<file path="config.mk">
export PLATFORM = sky130hd
export DESIGN_NAME = wave_seq_engine
export DESIGN_NICKNAME = d
export VERILOG_FILES = /design/src/rtl/wave_seq_pkg.sv /design/src/rtl/wave_seq_prog_mem.sv /design/src/rtl/wave_seq_engine.sv
export SDC_FILE = /design/constraint.sdc
export NUM_CORES = 1
export LEC_CHECK = 0
export ABC_AREA = 0
export BUFFER_PORTS_ARGS = -buffer_cell sky130_fd_sc_hd__buf_2
export CORE_MARGIN = 4
export CORE_UTILIZATION = 61
export DETAILED_ROUTE_END_ITERATION = 7
export GPL_ROUTABILITY_DRIVEN = 0
export GPL_TIMING_DRIVEN = 0
export HOLD_SLACK_MARGIN = 0.15
export PLACE_DENSITY = 0.8
export SLEW_MARGIN = 10
export SYNTH_ARGS = -nofsm -noshare
export SYNTH_HDL_FRONTEND = slang
export SYNTH_SLANG_ARGS = --single-unit
export TNS_END_PERCENT = 10
</file>
<file path="constraint.sdc">
create_clock -name clk -period 4 [get_ports clk]
set_input_delay 0.2 -clock clk [delete_from_list [all_inputs] [get_ports clk]]
set_output_delay 0.2 -clock clk [all_outputs]
set_load 0.005 [all_outputs]
</file>
<file path="src/rtl/wave_seq_pkg.sv">
// Shared opcode and FSM state definitions for the waveform sequencer.
// Optional feature macro used by the engine: WAVE_SEQ_SAT_EN (ramp saturation).
package wave_seq_pkg;

  localparam int unsigned OP_W = 3;

  localparam logic [OP_W-1:0] OP_NOP  = 3'd0;
  localparam logic [OP_W-1:0] OP_LINE = 3'd1;
  localparam logic [OP_W-1:0] OP_INCR = 3'd2;
  localparam logic [OP_W-1:0] OP_DCRE = 3'd3;
  localparam logic [OP_W-1:0] OP_JUMP = 3'd4;
  localparam logic [OP_W-1:0] OP_GOTO = 3'd5;
  localparam logic [OP_W-1:0] OP_HALT = 3'd7;

  typedef enum logic [1:0] {
    ST_IDLE = 2'd0,
    ST_RUN  = 2'd1,
    ST_DONE = 2'd2
  } state_t;

endpackage

</file>
<file path="src/rtl/wave_seq_prog_mem.sv">
// Program store: DEPTH slots of {opcode, param}, synchronous write, async read.
// Every slot resets to {HALT, 0} so an unloaded program stops immediately.
module wave_seq_prog_mem
  import wave_seq_pkg::*;
#(
  parameter int unsigned DEPTH   = 8,
  parameter int unsigned PARAM_W = 8,
  parameter int unsigned PTR_W   = $clog2(DEPTH)
) (
  input  logic               clk,
  input  logic               reset,
  input  logic               we,
  input  logic [PTR_W-1:0]   waddr,
  input  logic [OP_W-1:0]    wop,
  input  logic [PARAM_W-1:0] wparam,
  input  logic [PTR_W-1:0]   raddr,
  output logic [OP_W-1:0]    rop,
  output logic [PARAM_W-1:0] rparam
);

  logic [OP_W-1:0]    op_q  [DEPTH];
  logic [PARAM_W-1:0] par_q [DEPTH];

  always_ff @(posedge clk) begin
    if (reset) begin
      for (int unsigned i = 0; i < DEPTH; i++) begin
        op_q[i]  <= OP_HALT;
        par_q[i] <= '0;
      end
    end else if (we) begin
      op_q[waddr]  <= wop;
      par_q[waddr] <= wparam;
    end
  end

  assign rop    = op_q[raddr];
  assign rparam = par_q[raddr];

endmodule

</file>
<file path="src/rtl/wave_seq_engine.sv">
// Single-channel waveform sequencer: executes the stored program and drives dac_out.
// Define WAVE_SEQ_SAT_EN to clamp INCR/DCRE ramps instead of wrapping.
module wave_seq_engine
  import wave_seq_pkg::*;
#(
  parameter int unsigned DAC_W   = 8,
  parameter int unsigned PARAM_W = 8,
  parameter int unsigned DEPTH   = 8,
  localparam int unsigned PTR_W  = $clog2(DEPTH)
) (
  input  logic               clk,
  input  logic               reset,
  input  logic               prog_we,
  input  logic [PTR_W-1:0]   prog_addr,
  input  logic [OP_W-1:0]    prog_op,
  input  logic [PARAM_W-1:0] prog_param,
  input  logic               start,
  input  logic               stop,
  input  logic               step_en,
  output logic [DAC_W-1:0]   dac_out,
  output logic               busy,
  output logic               halted,
  output logic [PTR_W-1:0]   pc
);

  state_t             state_q, state_d;
  logic [PTR_W-1:0]   pc_q, pc_d;
  logic [PARAM_W-1:0] cnt_q, cnt_d;
  logic [DAC_W-1:0]   dac_q, dac_d;

  logic [OP_W-1:0]    cur_op;
  logic [PARAM_W-1:0] cur_param;
  logic               mem_we;

  logic [PARAM_W:0]   cnt_inc;
  logic [PARAM_W:0]   run_len;
  logic               seg_done;
  logic [PTR_W-1:0]   pc_inc;
  logic [DAC_W-1:0]   dac_up;
  logic [DAC_W-1:0]   dac_dn;

  assign mem_we = prog_we && (state_q != ST_RUN);

  wave_seq_prog_mem #(
    .DEPTH   (DEPTH),
    .PARAM_W (PARAM_W),
    .PTR_W   (PTR_W)
  ) u_prog_mem (
    .clk    (clk),
    .reset  (reset),
    .we     (mem_we),
    .waddr  (prog_addr),
    .wop    (prog_op),
    .wparam (prog_param),
    .raddr  (pc_q),
    .rop    (cur_op),
    .rparam (cur_param)
  );

  // A zero-length segment runs one step, so the run length floors at 1.
  assign cnt_inc  = {1'b0, cnt_q} + (PARAM_W+1)'(1);
  assign run_len  = (cur_param == '0) ? (PARAM_W+1)'(1) : {1'b0, cur_param};
  assign seg_done = (cnt_inc >= run_len);
  assign pc_inc   = pc_q + PTR_W'(1);

`ifdef WAVE_SEQ_SAT_EN
  assign dac_up = (dac_q == '1) ? dac_q : dac_q + DAC_W'(1);
  assign dac_dn = (dac_q == '0) ? dac_q : dac_q - DAC_W'(1);
`else
  assign dac_up = dac_q + DAC_W'(1);
  assign dac_dn = dac_q - DAC_W'(1);
`endif

  always_comb begin
    state_d = state_q;
    pc_d    = pc_q;
    cnt_d   = cnt_q;
    dac_d   = dac_q;

    if (stop) begin
      state_d = ST_IDLE;
      cnt_d   = '0;
    end else if (start && (state_q != ST_RUN)) begin
      state_d = ST_RUN;
      pc_d    = '0;
      cnt_d   = '0;
    end else if ((state_q == ST_RUN) && step_en) begin
      case (cur_op)
        OP_LINE, OP_INCR, OP_DCRE: begin
          if (cur_op == OP_INCR) dac_d = dac_up;
          if (cur_op == OP_DCRE) dac_d = dac_dn;
          if (seg_done) begin
            pc_d  = pc_inc;
            cnt_d = '0;
          end else begin
            cnt_d = cnt_inc[PARAM_W-1:0];
          end
        end
        OP_JUMP: begin
          dac_d = cur_param[DAC_W-1:0];
          pc_d  = pc_inc;
        end
        OP_GOTO: begin
          pc_d  = cur_param[PTR_W-1:0];
          cnt_d = '0;
        end
        OP_HALT: state_d = ST_DONE;
        default: pc_d = pc_inc;
      endcase
    end
  end

  always_ff @(posedge clk) begin
    if (reset) begin
      state_q <= ST_IDLE;
      pc_q    <= '0;
      cnt_q   <= '0;
      dac_q   <= '0;
    end else begin
      state_q <= state_d;
      pc_q    <= pc_d;
      cnt_q   <= cnt_d;
      dac_q   <= dac_d;
    end
  end

  assign dac_out = dac_q;
  assign pc      = pc_q;
  assign busy    = (state_q == ST_RUN);
  assign halted  = (state_q == ST_DONE);

endmodule

</file>
======== Yosys cells after proc, flatten, opt, wreduce, memory -nomap -nowiden ========
Memories as Yosys holds them, arrays and structs flattened. A register that Yosys moved wholly into a read port is not among the register bits.
Index checks and enable logic that the tools add are counted.
word-level totals
  bits in registers ....................... 21
  memory bits (writable) .................. 88
  input bits .............................. 20
  output and inout port bits .............. 13
  logic and storage cells ................. 72
  memories ................................ 2
memory list
  memory            words  bits a word  rd ports  clocked after memory_dff  wr ports  line                     source
  u_prog_mem.par_q  8      8            1         1                         8         wave_seq_prog_mem.sv:22  logic [PARAM_W-1:0] par_q [DEPTH];
  u_prog_mem.op_q   8      3            1         1                         8         wave_seq_prog_mem.sv:21  logic [OP_W-1:0] op_q [DEPTH];
cells by class
  add/subtract/negate cells ............... 4
  order comparisons ....................... 1
  equal/unequal tests ..................... 12
  muxes and demuxes ....................... 28
  bitwise logic cells ..................... 2
  reductions and logical operators ........ 18
operators with widths
  cell                   count
  $mux W8                5
  $pmux W8 S2            2
  $mux W3                10
  $mux W1                10
  $add A8 B1 Y9 const B  1
  $eq A3 B3 Y1 const B   3
  $ge A9 B8 Y1           1
  $pmux W3 S3            1
  $reduce_or A3 Y1       3
  $add A8 B1 Y8 const B  1
  $logic_not A8 Y1       1
  $reduce_bool A2 Y1     4
  $reduce_or A8 Y1       1
  $sub A8 B1 Y8 const B  1
  $eq A3 B2 Y1 const B   2
  $ne A3 B3 Y1 const B   2
  $reduce_and A2 Y1      3
  $reduce_and A5 Y1      1
  $reduce_and A4 Y1      1
  $add A3 B1 Y3 const B  1
  $eq A3 B1 Y1 const B   1
  $logic_and A1 B1 Y1    3
  $eq A2 B1 Y1 const B   1
  $eq A2 B2 Y1 const B   1
  4 further kinds        5

======== Depth between registers and ports, before layout ========
  depth after elaboration ................. 9
  gate-level depth with buffers ........... 15
  mapped depth without buffers ............ 12

======== Modules after synthesis ========
A second synthesis with hierarchy kept.
unflattened totals
  cells, all modules ...................... 458
  area, all modules ....................... 5734.2 um^2
by module, submodules not included
  module             instances  cells an instance  area an instance (um^2)  seq. area each (um^2)
  wave_seq_prog_mem  1          254                4073.9                   2642.5
  wave_seq_engine    1          204                1660.3                   420.4

======== Worst setup path before layout ========
OpenSTA, ideal clock, no wires.
  path kind ............................... register -> register
  start ................................... register with a tool-made name
  end ..................................... register dac_q[6], in the netlist dac_out[6]
  setup time .............................. 116 ps
  arrival time ............................ 3067 ps
  required time ........................... 3884 ps
  setup slack ............................. 816 ps
  stages on the path, launching flop included .. 14
  path buffers ............................ 1
  period minus slack after synthesis ...... 3184 ps
  cells stage by stage .................... dfxtp_1 -> buf_4 -> mux4_2 -> mux2i_1 -> nand2b_1 -> nor2_1 -> inv_1 -> fa_1 -> nor2b_1 -> nor3_1 -> o21bai_1 -> a21oi_1 -> xnor2_1 -> a31o_2
RTL lines
  what                    line                    source
  end signal: assignment  wave_seq_engine.sv:118  dac_q <= '0;
  end signal: assignment  wave_seq_engine.sv:123  dac_q <= dac_d;
  end: declaration        wave_seq_engine.sv:29   logic [DAC_W-1:0] dac_q, dac_d;

==> results.md <==
* Status: finished clean
* Slew @ Worst Pin at ~770 ps
* Final worst setup slack at between 200 and 250 ps
* Max cap viols at 0
* Comb pwr share at 0.067
* DRC viols at 0
* Multiplexer share of the synthesized area at 0.124
* Synth Area in Compound Gates at 0.0761
* Post-Synth XOR/XNOR Area at 0.00918
* Drt total wl at roughly 13 mm
* VDD IR max at between 0.2 and 0.25 mV
* Sequential share of the synthesized area at 0.546
* Tcrit/Tclk final at 0.940
* Sequential share of power at 0.628
* Clock sinks at 112
* Std cell rows at 35
* Grt ovf at 0
* Fin crit period at roughly 3800 ps
* Layout net count at around 550
* Layout cells sized above 1 at 0.203
* Commonest non-fill, non-tap cell in the layout: edfxtp_1
* Leak at roughly 2.3 nW
* Mapped Cells at between 400 and 500
* Yosys reg bits at ~110
* Non-Filler Instances at 632
* Post-Place Cells at between 600 and 700
* Pwr dens at between 300 and 400 nW/um2
* Die area at ~11000 um2
* Main combinational cell family by area after synthesis: simple AND/OR/NAND/NOR gates
* Unrepaired setup endpoints after global routing: false
* Commonest cells after routing, fill and taps aside: edfxtp_1 (88), and2_1 (67), buf_2 (36), nor2_1 (27), dfxtp_1 (24)
* Layout area overhead at 10.1%
* Overall die width at 105 um
* First-pass DRT Iterations at 4
* EDFF count, synth at just under 90
* Area of the core at ~9000 um2
* Clk pwr share at 0.305
* CP Capture Type: flop
* Vias per cell at 6.16
* Vias post-DR at 3896
* Pre-CTS setup slack at -239 ps
* YS warnings at 0
* Fin. max-slew vios at 0
* Clk pin slew, worst setup/hold paths at around 100 ps
* Asr flop ratio synth at 0
* Clock skew at 14.6 ps
* Simple logic cell fraction of the synthesized area at 0.188
* Final Hold Fails at 0
* R2r setup slk at between 200 and 250 ps
* Hold crit path type: in2reg
* Root cell of the clock tree: clkbuf_8
* Critical path class: reg2reg
* Rel. slew slack at 0.486
* Max clock buf depth at 2
* Internal Power at 1.57 mW
* Die height at 105 um
* Num CTS Buffers at 9
* Reg2Reg Capture Point: cnt_q[6]
* Setup Viol. Count Final at 0
* Top Ports at 33
* H-tree levels at 3
* Psw at ~0.49 mW
* Average size of a mapped cell at 12.3 um2
* Design area at ~6300 um2
* Worst R2R Path Depth at 15
* Fmax achieved at 0.266 GHz
* Peak fanout along the critical path at 10
* Antenna Cells at 0
* Post-route ant nets at 0
* Largest net degree at the start of global routing at 20
* Total power at about 2.1 mW
* Mapped Nets at 503
* Vias in the first global route at 3987
* TritonCTS clock tree: yes
* Ys flop type: edfxtp_1
* Netlist Area Pre-Place at ~5700 um2
* Adder-Cell Fraction of Synth Area at 0.0385
* Initial antenna violation count at 0
* Detailed Route Iter0 Violations at roughly 250
* Switching share of total power at 0.238
* Initial cell density of the core at 0.622
* Port Buffers at 31
* Yosys cell types at 53
* Clk_lat worst skew at approximately 370 ps
* Placed cell area at approximately 6000 um2
* Critical Path RT at ~4300 ps
* HPWL after DPL at ~9 mm
* GRT Util Overall at 0.240
* Routed len/inst at about 20 um
* End of the critical path: cnt_q[6]
* Worst Setup Start Kind: flop
* Global-route wire length before repair at a little over 20 mm
* Critical Path AT at a little over 4000 ps
==> sequential cells by signal, indices dropped and copies added (netlist names), named ones only <==
signal,cells
u_prog_mem.par_q,64
state_q,2
u_prog_mem.op_q,24
dac_out,8
cnt_q,8
pc,3
==> metrics by stage <==
step,util,setup TNS (ps),hold WS (ps)
CTS,0.683,0,163
finish,0.685,0,178
floorplan,-,0,378
detailed placement,0.660,-2540,484
global placement,0.654,-461,460
global route,0.685,0,169
==> worst min path at each step <==
stage	from	end	slack [ps]	cells after the start
after CTS	stop	state_q[0]	160	3
after floorplan	step_en	state_q[1]	380	2
after detailed placement	cnt_q[4]	cnt_q[4]	480	2
after global placement	state_q[1]	state_q[1]	460	2
after global routing	stop	state_q[0]	170	3
final	prog_param[2]	u_prog_mem.par_q[5][2]	180	2
==> routing by layer <==
layer / track usage / share of wire
met1: 0.295 / 0.40
met2: 0.421 / 0.53
met3: 0.0494 / 0.052
met4: 0.0825 / 0.018
met5: 0 / 0
==> layout make-up <==
| type | count | area [um2] |
|---|---|---|
| flip-flops and latches | 112 | 3120 |
| fillers | 667 | 2890 |
| multi-input cells | 328 | 2510 |
| repair buffers | 39 | 231 |
| well taps | 111 | 139 |
| clock buffers | 10 | 128 |
| plain buffers | 16 | 76.3 |
| clock inverters | 6 | 53.8 |
| inverters | 10 | 37.5 |
==> synthesized netlist by cell type, drive strengths merged (3+ instances only) <==
library cell  number  area, um2
nor3b              3       27.5
o211ai             3       22.5
nand2b            13       81.3
nand3              8       40.0
nor3               6       30.0
nor2b              5       31.3
nand4              7       43.8
or2                9       56.3
edfxtp            88       2640
mux2i             18        180
a21oi             22        121
or3               18        113
dfxtp             24        480
buf                8       40.0
xnor2              4       35.0
ha                16        200
nand2             22       82.6
clkbuf             8       30.0
mux4              22        495
mux2               3       33.8
nor2              28        105
and2              67        419
o21ai             26        134
inv                9       33.8
==> critical path, cell delays in order, from the launching register on <==
cell and delay, ps:
dfxtp_1 320, buf_2 260, clkbuf_4 350, mux4_2 550
mux2_2 290, inv_1 110, nand3_1 90, o21ai_0 220
ha_1 180, nand2b_1 110, a21oi_1 80, o221ai_1 270
and4_1 240, clkbuf_1 300, o21ai_0 150, a21oi_1 170
==> power by group through the flow <==
stage / clock (mW) / combinational (mW) / sequential [mW]
floorplan: 0 / 0.0751 / 1.32
global route: 0.688 / 0.151 / 1.30
global placement: 0 / 0.122 / 1.33
finish: 0.630 / 0.138 / 1.30
CTS: 0.635 / 0.136 / 1.30
detailed placement: 0 / 0.134 / 1.33
==> logic make-up (layout without fill, tap and decap cells) <==
kind of cell / count (synthesis) / count (layout)
mux: 43 / 43
fa+ha+maj: 17 / 17
flops: 112 / 112
compound gates: 70 / 70
buf+inv: 26 / 81
simple gates: 192 / 192
xor+xnor: 6 / 6
==> timing repair <==
| action | 4_1_cts | 5_1_grt |
|---|---|---|
| buffers inserted | 0 | 0 |
| hold endpoints to repair | 2 | 0 |
| endpoints found under the setup margin | 14 | 17 |
| resized for setup | 2 | 9 |
| hold buffers | 2 | 0 |
Note: power is estimated with default switching activity, not from simulation.
